<file path="src/rtl/pixel_write_queue_pkg.sv">
// Shared screen geometry, request record and state encoding for the pixel write queue.
// Also provides the frame-buffer address helper used by the drain side.
package pixel_write_queue_pkg;

  localparam int SCREEN_W = 320;
  localparam int SCREEN_H = 240;
  localparam int FB_AW    = 17;
  localparam int COLOR_W  = 12;
  localparam int XW       = 9;
  localparam int YW       = 8;

  typedef enum logic [1:0] {
    S_IDLE  = 2'd0,
    S_ROM   = 2'd1,
    S_WRITE = 2'd2
  } state_t;

  typedef struct packed {
    logic [XW-1:0]      x;
    logic [YW-1:0]      y;
    logic [COLOR_W-1:0] c;
    logic               bg;
  } pixel_req_t;

  localparam int REQ_W = $bits(pixel_req_t);

  // y*320 + x without a multiplier; the largest result (76799) fits in 17 bits.
  function automatic logic [FB_AW-1:0] fb_addr_of(input logic [XW-1:0] x,
                                                   input logic [YW-1:0] y);
    logic [FB_AW-1:0] yw;
    yw = FB_AW'(y);
    return (yw << 8) + (yw << 6) + FB_AW'(x);
  endfunction

endpackage

</file>
<file path="src/rtl/pixel_write_queue_if.sv">
// Plot-request, background-ROM and frame-buffer signals of the pixel write queue.
// The queue itself uses the slave view; whoever drives requests and models the memories uses master.
interface pixel_write_queue_if;
  import pixel_write_queue_pkg::*;

  logic [XW-1:0]      x;
  logic [YW-1:0]      y;
  logic [COLOR_W-1:0] c;
  logic               bg;
  logic               plot;
  logic               plot_ready;
  logic [FB_AW-1:0]   rom_addr;
  logic [COLOR_W-1:0] rom_data;
  logic [FB_AW-1:0]   fb_addr;
  logic [COLOR_W-1:0] fb_data;
  logic               fb_we;
  logic               fb_busy;
  logic               idle;
  logic               overflow;

  modport slave (
    input  x, y, c, bg, plot, rom_data, fb_busy,
    output plot_ready, rom_addr, fb_addr, fb_data, fb_we, idle, overflow
  );

  modport master (
    output x, y, c, bg, plot, rom_data, fb_busy,
    input  plot_ready, rom_addr, fb_addr, fb_data, fb_we, idle, overflow
  );

endinterface

</file>
<file path="src/rtl/pixel_write_queue_fifo.sv">
// Synchronous FIFO holding accepted plot requests; the head entry is read straight from
// flop storage so the drain FSM can act on it in the same cycle it pops.
module plot_fifo #(
  parameter int DEPTH = 8,
  parameter int W     = 30
) (
  input  logic                   clk,
  input  logic                   reset,
  input  logic                   push,
  input  logic [W-1:0]           din,
  input  logic                   pop,
  output logic [W-1:0]           dout,
  output logic                   full,
  output logic                   empty,
  output logic [$clog2(DEPTH):0] count
);

  localparam int AW = $clog2(DEPTH);

  logic [W-1:0]  mem [DEPTH];
  logic [AW-1:0] wr_ptr;
  logic [AW-1:0] rd_ptr;
  logic [AW:0]   cnt;
  logic          push_ok;
  logic          pop_ok;

  assign full    = (cnt == (AW+1)'(DEPTH));
  assign empty   = (cnt == '0);
  assign push_ok = push && !full;
  assign pop_ok  = pop && !empty;
  assign count   = cnt;
  assign dout    = mem[rd_ptr];

  // NOTE: state updates use <= so every flop samples the pre-edge values of its peers.
  always_ff @(posedge clk) begin
    if (reset) begin
      wr_ptr <= '0;
      rd_ptr <= '0;
      cnt    <= '0;
    end else begin
      if (push_ok) wr_ptr <= wr_ptr + 1'b1;
      if (pop_ok)  rd_ptr <= rd_ptr + 1'b1;
      cnt <= cnt + (AW+1)'(push_ok) - (AW+1)'(pop_ok);
    end
  end

  // NOTE: storage is deliberately not reset; the pointers and count alone define which entries are live.
  always_ff @(posedge clk) begin
    if (push_ok) mem[wr_ptr] <= din;
  end

endmodule

</file>
<file path="src/rtl/pixel_write_queue.sv">
// Buffers plot requests and drains them into the 320x240 frame buffer, substituting the
// background ROM pixel for bg requests so erased sprites restore the board image.
module pixel_write_queue
  import pixel_write_queue_pkg::*;
#(
  parameter int DEPTH   = 8,
  parameter int ROM_LAT = 2
) (
  input logic               clk,
  input logic               reset,
  pixel_write_queue_if.slave bus
);

  localparam int CNT_W = $clog2(DEPTH) + 1;
  localparam int LAT_W = $clog2(ROM_LAT + 1);

  state_t             state;
  logic [LAT_W-1:0]   rom_cnt;
  logic               fb_we_q;
  logic [FB_AW-1:0]   fb_addr_q;
  logic [COLOR_W-1:0] fb_data_q;
  logic [FB_AW-1:0]   rom_addr_q;
  logic               overflow_q;

  pixel_req_t         in_req;
  pixel_req_t         head;
  logic [REQ_W-1:0]   head_bits;
  logic [FB_AW-1:0]   head_addr;
  logic               in_range;
  logic               push;
  logic               pop;
  logic               full;
  logic               empty;
  logic [CNT_W-1:0]   count;

  assign in_req    = '{x: bus.x, y: bus.y, c: bus.c, bg: bus.bg};
  assign in_range  = (bus.x < XW'(SCREEN_W)) && (bus.y < YW'(SCREEN_H));
  assign push      = bus.plot && in_range;
  assign head      = pixel_req_t'(head_bits);
  assign head_addr = fb_addr_of(head.x, head.y);

  // A new entry may leave the FIFO only when no write is pending or the pending one completes now.
  assign pop = !empty && ((state == S_IDLE) || (state == S_WRITE && !bus.fb_busy));

  plot_fifo #(
    .DEPTH (DEPTH),
    .W     (REQ_W)
  ) u_fifo (
    .clk   (clk),
    .reset (reset),
    .push  (push),
    .din   (in_req),
    .pop   (pop),
    .dout  (head_bits),
    .full  (full),
    .empty (empty),
    .count (count)
  );

  always_ff @(posedge clk) begin
    if (reset) begin
      state      <= S_IDLE;
      rom_cnt    <= '0;
      fb_we_q    <= 1'b0;
      fb_addr_q  <= '0;
      fb_data_q  <= '0;
      rom_addr_q <= '0;
      overflow_q <= 1'b0;
    end else begin
      if (bus.plot && full) overflow_q <= 1'b1;

      if (pop) begin
        if (head.bg) begin
          state      <= S_ROM;
          fb_we_q    <= 1'b0;
          rom_addr_q <= head_addr;
          rom_cnt    <= LAT_W'(ROM_LAT);
        end else begin
          state     <= S_WRITE;
          fb_we_q   <= 1'b1;
          fb_addr_q <= head_addr;
          fb_data_q <= head.c;
        end
      end else begin
        unique case (state)
          S_IDLE: ;
          S_ROM: begin
            if (rom_cnt == '0) begin
              state     <= S_WRITE;
              fb_we_q   <= 1'b1;
              fb_addr_q <= rom_addr_q;
              fb_data_q <= bus.rom_data;
            end else begin
              rom_cnt <= rom_cnt - 1'b1;
            end
          end
          S_WRITE: begin
            if (!bus.fb_busy) begin
              state   <= S_IDLE;
              fb_we_q <= 1'b0;
            end
          end
          default: begin
            state   <= S_IDLE;
            fb_we_q <= 1'b0;
          end
        endcase
      end
    end
  end

  assign bus.plot_ready = (count != CNT_W'(DEPTH));
  assign bus.idle       = (count == '0) && (state == S_IDLE);
  assign bus.fb_we      = fb_we_q;
  assign bus.fb_addr    = fb_addr_q;
  assign bus.fb_data    = fb_data_q;
  assign bus.rom_addr   = rom_addr_q;
  assign bus.overflow   = overflow_q;

endmodule

</file>
<file path="src/flat_wrapper.sv">
// flat-port wrapper written by rule: the top's interface ports become plain ports
module pixel_write_queue_flat import pixel_write_queue_pkg::*;
#(
  parameter int DEPTH   = 8,
  parameter int ROM_LAT = 2
)
  (clk, reset, bus_x, bus_y, bus_c, bus_bg, bus_plot, bus_rom_data, bus_fb_busy, bus_plot_ready, bus_rom_addr, bus_fb_addr, bus_fb_data, bus_fb_we, bus_idle, bus_overflow);
  pixel_write_queue_if bus_i ();
  input logic clk;
  input logic reset;
  input wire logic [$bits(bus_i.x)-1:0] bus_x;
  input wire logic [$bits(bus_i.y)-1:0] bus_y;
  input wire logic [$bits(bus_i.c)-1:0] bus_c;
  input wire logic [$bits(bus_i.bg)-1:0] bus_bg;
  input wire logic [$bits(bus_i.plot)-1:0] bus_plot;
  input wire logic [$bits(bus_i.rom_data)-1:0] bus_rom_data;
  input wire logic [$bits(bus_i.fb_busy)-1:0] bus_fb_busy;
  output wire logic [$bits(bus_i.plot_ready)-1:0] bus_plot_ready;
  output wire logic [$bits(bus_i.rom_addr)-1:0] bus_rom_addr;
  output wire logic [$bits(bus_i.fb_addr)-1:0] bus_fb_addr;
  output wire logic [$bits(bus_i.fb_data)-1:0] bus_fb_data;
  output wire logic [$bits(bus_i.fb_we)-1:0] bus_fb_we;
  output wire logic [$bits(bus_i.idle)-1:0] bus_idle;
  output wire logic [$bits(bus_i.overflow)-1:0] bus_overflow;
  assign bus_i.x = bus_x;
  assign bus_i.y = bus_y;
  assign bus_i.c = bus_c;
  assign bus_i.bg = bus_bg;
  assign bus_i.plot = bus_plot;
  assign bus_i.rom_data = bus_rom_data;
  assign bus_i.fb_busy = bus_fb_busy;
  assign bus_plot_ready = bus_i.plot_ready;
  assign bus_rom_addr = bus_i.rom_addr;
  assign bus_fb_addr = bus_i.fb_addr;
  assign bus_fb_data = bus_i.fb_data;
  assign bus_fb_we = bus_i.fb_we;
  assign bus_idle = bus_i.idle;
  assign bus_overflow = bus_i.overflow;
  pixel_write_queue #(.DEPTH(DEPTH), .ROM_LAT(ROM_LAT)) u_core (.clk(clk), .reset(reset), .bus(bus_i));
endmodule
</file>
<file path="config.mk">
export PLATFORM = sky130hd
export DESIGN_NAME = pixel_write_queue_flat
export DESIGN_NICKNAME = d
export VERILOG_FILES = /design/src/rtl/pixel_write_queue_pkg.sv /design/src/rtl/pixel_write_queue_if.sv /design/src/rtl/pixel_write_queue_fifo.sv /design/src/rtl/pixel_write_queue.sv /design/src/flat_wrapper.sv
export SDC_FILE = /design/constraint.sdc
export NUM_CORES = 1
export LEC_CHECK = 0
export BUFFER_PORTS_ARGS = -buffer_cell sky130_fd_sc_hd__buf_2
export CAP_MARGIN = 20
export CORE_UTILIZATION = 64
export CTS_CLUSTER_DIAMETER = 200
export CTS_CLUSTER_SIZE = 30
export DETAILED_ROUTE_END_ITERATION = 12
export PLACE_DENSITY = 0.84
export SLEW_MARGIN = 20
export SYNTH_ARGS = -nofsm -noshare
export SYNTH_HDL_FRONTEND = slang
export SYNTH_SLANG_ARGS = --single-unit
</file>
<file path="constraint.sdc">
create_clock -name clk -period 5.7 [get_ports clk]
set_input_delay 0.855 -clock clk [delete_from_list [all_inputs] [get_ports clk]]
set_output_delay 0.855 -clock clk [all_outputs]
set_load 0.01 [all_outputs]
</file>
==> metrics.cfg <==
[power_and_ir_drop]
ir_drop_mv=0.402
power_leakage_nw=4.57
powerDensity_nw_per_um2=501
total_power_mw=6.79

[drt]
route.detailed.drc=0
top_layer_used=met4
dr_total_vias=7080
final_antenna_net_count=0
routed_wl_microns=26600
wl_met1_microns=10400
dr_wl_met2_microns=13500
drt-initial-drc-count=643
wire_per_inst_microns=23.8
first_pass_iters=5
vias_per_cell=6.34
met3_length_microns=1930

[timing]
min_period_over_period=0.701
drv_slew=0
min_period_ns=4.00
setup_viol=0
worst_slew_pin_slew_ns=1.06
setup_tns_ns=0
worst_slack_ns=1.70
clock_skew_ns=0.0268
max_freq_ghz=0.250
rsz0062_at_grt=no
hold_violations=0
slew_headroom=0.294

[global_route]
grt_pass1_vias=7206
antenna_found_initial=1
grt-ovfl-total=0
grt_first_pass_wirelength_microns=40300
global_route.usage.total=0.274
grt_max_degree=67

[finish]
area_growth_syn_to_layout_pct=9.04
utilization=0.717
fill_cells=1202
fin_nets=921
layout-drive-gt1-share=0.242

[critical_path]
cp_max_fo=62
r2r-end=u_core.bus.fb_addr[13]$_SDFFE_PP0P_
crit_arrival_ns=4.42
r2r_cells=11
critical_path_class=reg -> reg
r2r_slack_ns=1.70
start_kind=flop
cp.required_ns=6.12
worstSetupEndpointType=flop

[clock_network]
clock_latency_ns=0.50
cts_setup_buffers=0
root_buffer=clkbuf_16
cts_max_path_buffers=3
htree_levels=1
ctsResizeCount=0
clkTransAtPathRegs_ns=0.11
clock_sinks=304
hold_buffers=0
cts_tree=built
cts_buffers=14

[synthesis]
synth_top_area_cell=edfxtp_1
synth_edf_count=240
syn_avg_cell_area_sq_um=16.2
yosysUniqueCellTypes=63
ys_async_sr_fraction=0
yosysSeqAreaShare=0.683
ys.flop_type=edfxtp_1
yosysWarnings=0
synth_area_sq_um=12400
synth_top_area_share=0.580
synth_seq_cells=304
synthesis.nets=841
synthTopCellsByArea=edfxtp_1, dfxtp_1, mux4_2, mux2i_1, ha_1
postSynthCellCount=768

[place]
dpl.hpwl_microns=16200
dp_slack_ns=1.75
gp_congestion=0.862
portBuffers=95

[die]
die_w_microns=141
dieArea_sq_um=20000
die_height_microns=141
fp-row-count=50
initial_core_util=0.658
core_sq_um=18900
io_pins=96

[worst_hold_path]
min_path_cells=2
hold_class=reg -> reg
whs_endpoint=u_core.bus.fb_data[3]$_SDFFE_PP0P_
min_from=u_core.bus.fb_data[3]$_SDFFE_PP0P_

[run]
cap_violations=0

[status]
status=completed

[synth_stat cells, drive strengths merged (8+ instances only)]
cell    count
o21ai       8
nor3       15
mux2i      48
nand2      69
o221ai     12
ha         24
a221oi     12
dfxtp      64
a311oi      9
clkbuf     15
inv        21
a21oi      37
a22o        8
buf        29
nor2       27
nand3      18
edfxtp    240
mux4       46
[per-stage QoR]
step           std cells  hold WS, ns  cell area [sq um]
2_1_floorplan        768        0.444              12400
3_3_place_gp        1092        0.448              13100
3_5_place_dp        1092        0.458              13100
4_1_cts             1116        0.476              13500
5_1_grt             1117        0.501              13600
6_report            1117        0.470              13600
[placed cells by master (no fill, tap or decap), drive strengths merged, types with 5 or more instances in the layout]
master	Yosys	routed
edfxtp	240	240
buf	29	108
nand2	69	69
dfxtp	64	64
mux2i	48	48
mux4	46	46
a21oi	37	37
nor2	27	27
ha	24	24
clkbuf	15	23
inv	21	21
nand3	18	18
nor3	15	15
o221ai	12	12
a221oi	12	12
a311oi	9	9
a22o	8	8
o21ai	8	8
mux2	7	7
xor2	7	7
nor3b	5	5
[where the power goes]
part	internal, mW	switching, mW
clock network	0.507	0.644
logic	1.14	1.62
registers	2.60	0.265
total	4.25	2.53
[logic make-up after synthesis]
kind of cell | after synthesis | share of synthesized area
DFF | 304 | 0.683
and+or+nand+nor | 154 | 0.0588
AOI/OAI and AO/OA | 106 | 0.0660
muxes | 101 | 0.128
buffers and inverters | 65 | 0.0273
adders and majority gates | 27 | 0.0290
xor gates and xnor gates | 11 | 0.00775
[routing by layer]
metal,GRT usage,up-vias
li1,-,3137
met1,0.364,3580
met2,0.466,314
met3,0.0358,49
met4,0.105,0
met5,0,-
[worst max-delay path by stage]
| stage | cells after the start | startpoint | endpoint | slack (ns) |
|---|---|---|---|---|
| 4_1_cts | 11 | flop | u_core.bus.fb_addr[13]$_SDFFE_PP0P_ | 1.74 |
| 5_1_grt | 11 | flop | u_core.bus.fb_addr[13]$_SDFFE_PP0P_ | 1.44 |
| 6_report | 11 | flop | u_core.bus.fb_addr[13]$_SDFFE_PP0P_ | 1.70 |
| 3_5_place_dp | 11 | flop | u_core.bus.fb_addr[13]$_SDFFE_PP0P_ | 1.75 |
| 2_1_floorplan | 4 | bus_x[6] | u_core.u_fifo.mem[4][0]$_DFFE_PP_ | 1.58 |
| 3_3_place_gp | 10 | flop | u_core.bus.fb_addr[14]$_SDFFE_PP0P_ | 1.88 |
[layout make-up]
type	instances	area, sq um	share of cell area
Clock buffer	23	405	0.0299
Timing Repair Buffer	108	573	0.0423
Inverter	21	78.8	0.00582
Sequential cell	304	8490	0.627
Clock inverter	1	30.0	0.00222
Tap cell	260	325	0.0240
Multi-Input combinational cell	399	3650	0.269
Antenna cell	1	2.50	0.000185
[worst max-delay path: stages, from the launching register on]
cell and delay (ns):
dfxtp_4 1.08, mux4_2 0.42, mux2i_1 0.30, inv_1 0.10
ha_1 0.22, ha_1 0.22, fa_1 0.42, a21oi_1 0.27
o2111ai_1 0.19, xor2_1 0.25, mux2i_1 0.15, a221oi_2 0.28
[state kept, by name, indices dropped and copies added (netlist names), named ones only]
signal	cells
u_core.u_fifo.wr_ptr	3
u_core.u_fifo.rd_ptr	3
u_core.state	2
u_core.bus.fb_addr	17
u_core.u_fifo.mem	240
u_core.u_fifo.count	4
u_core.bus.overflow	1
u_core.bus.rom_addr	17
u_core.bus.fb_data	12
u_core.rom_cnt	2
Power figures use the tool's default switching activity.
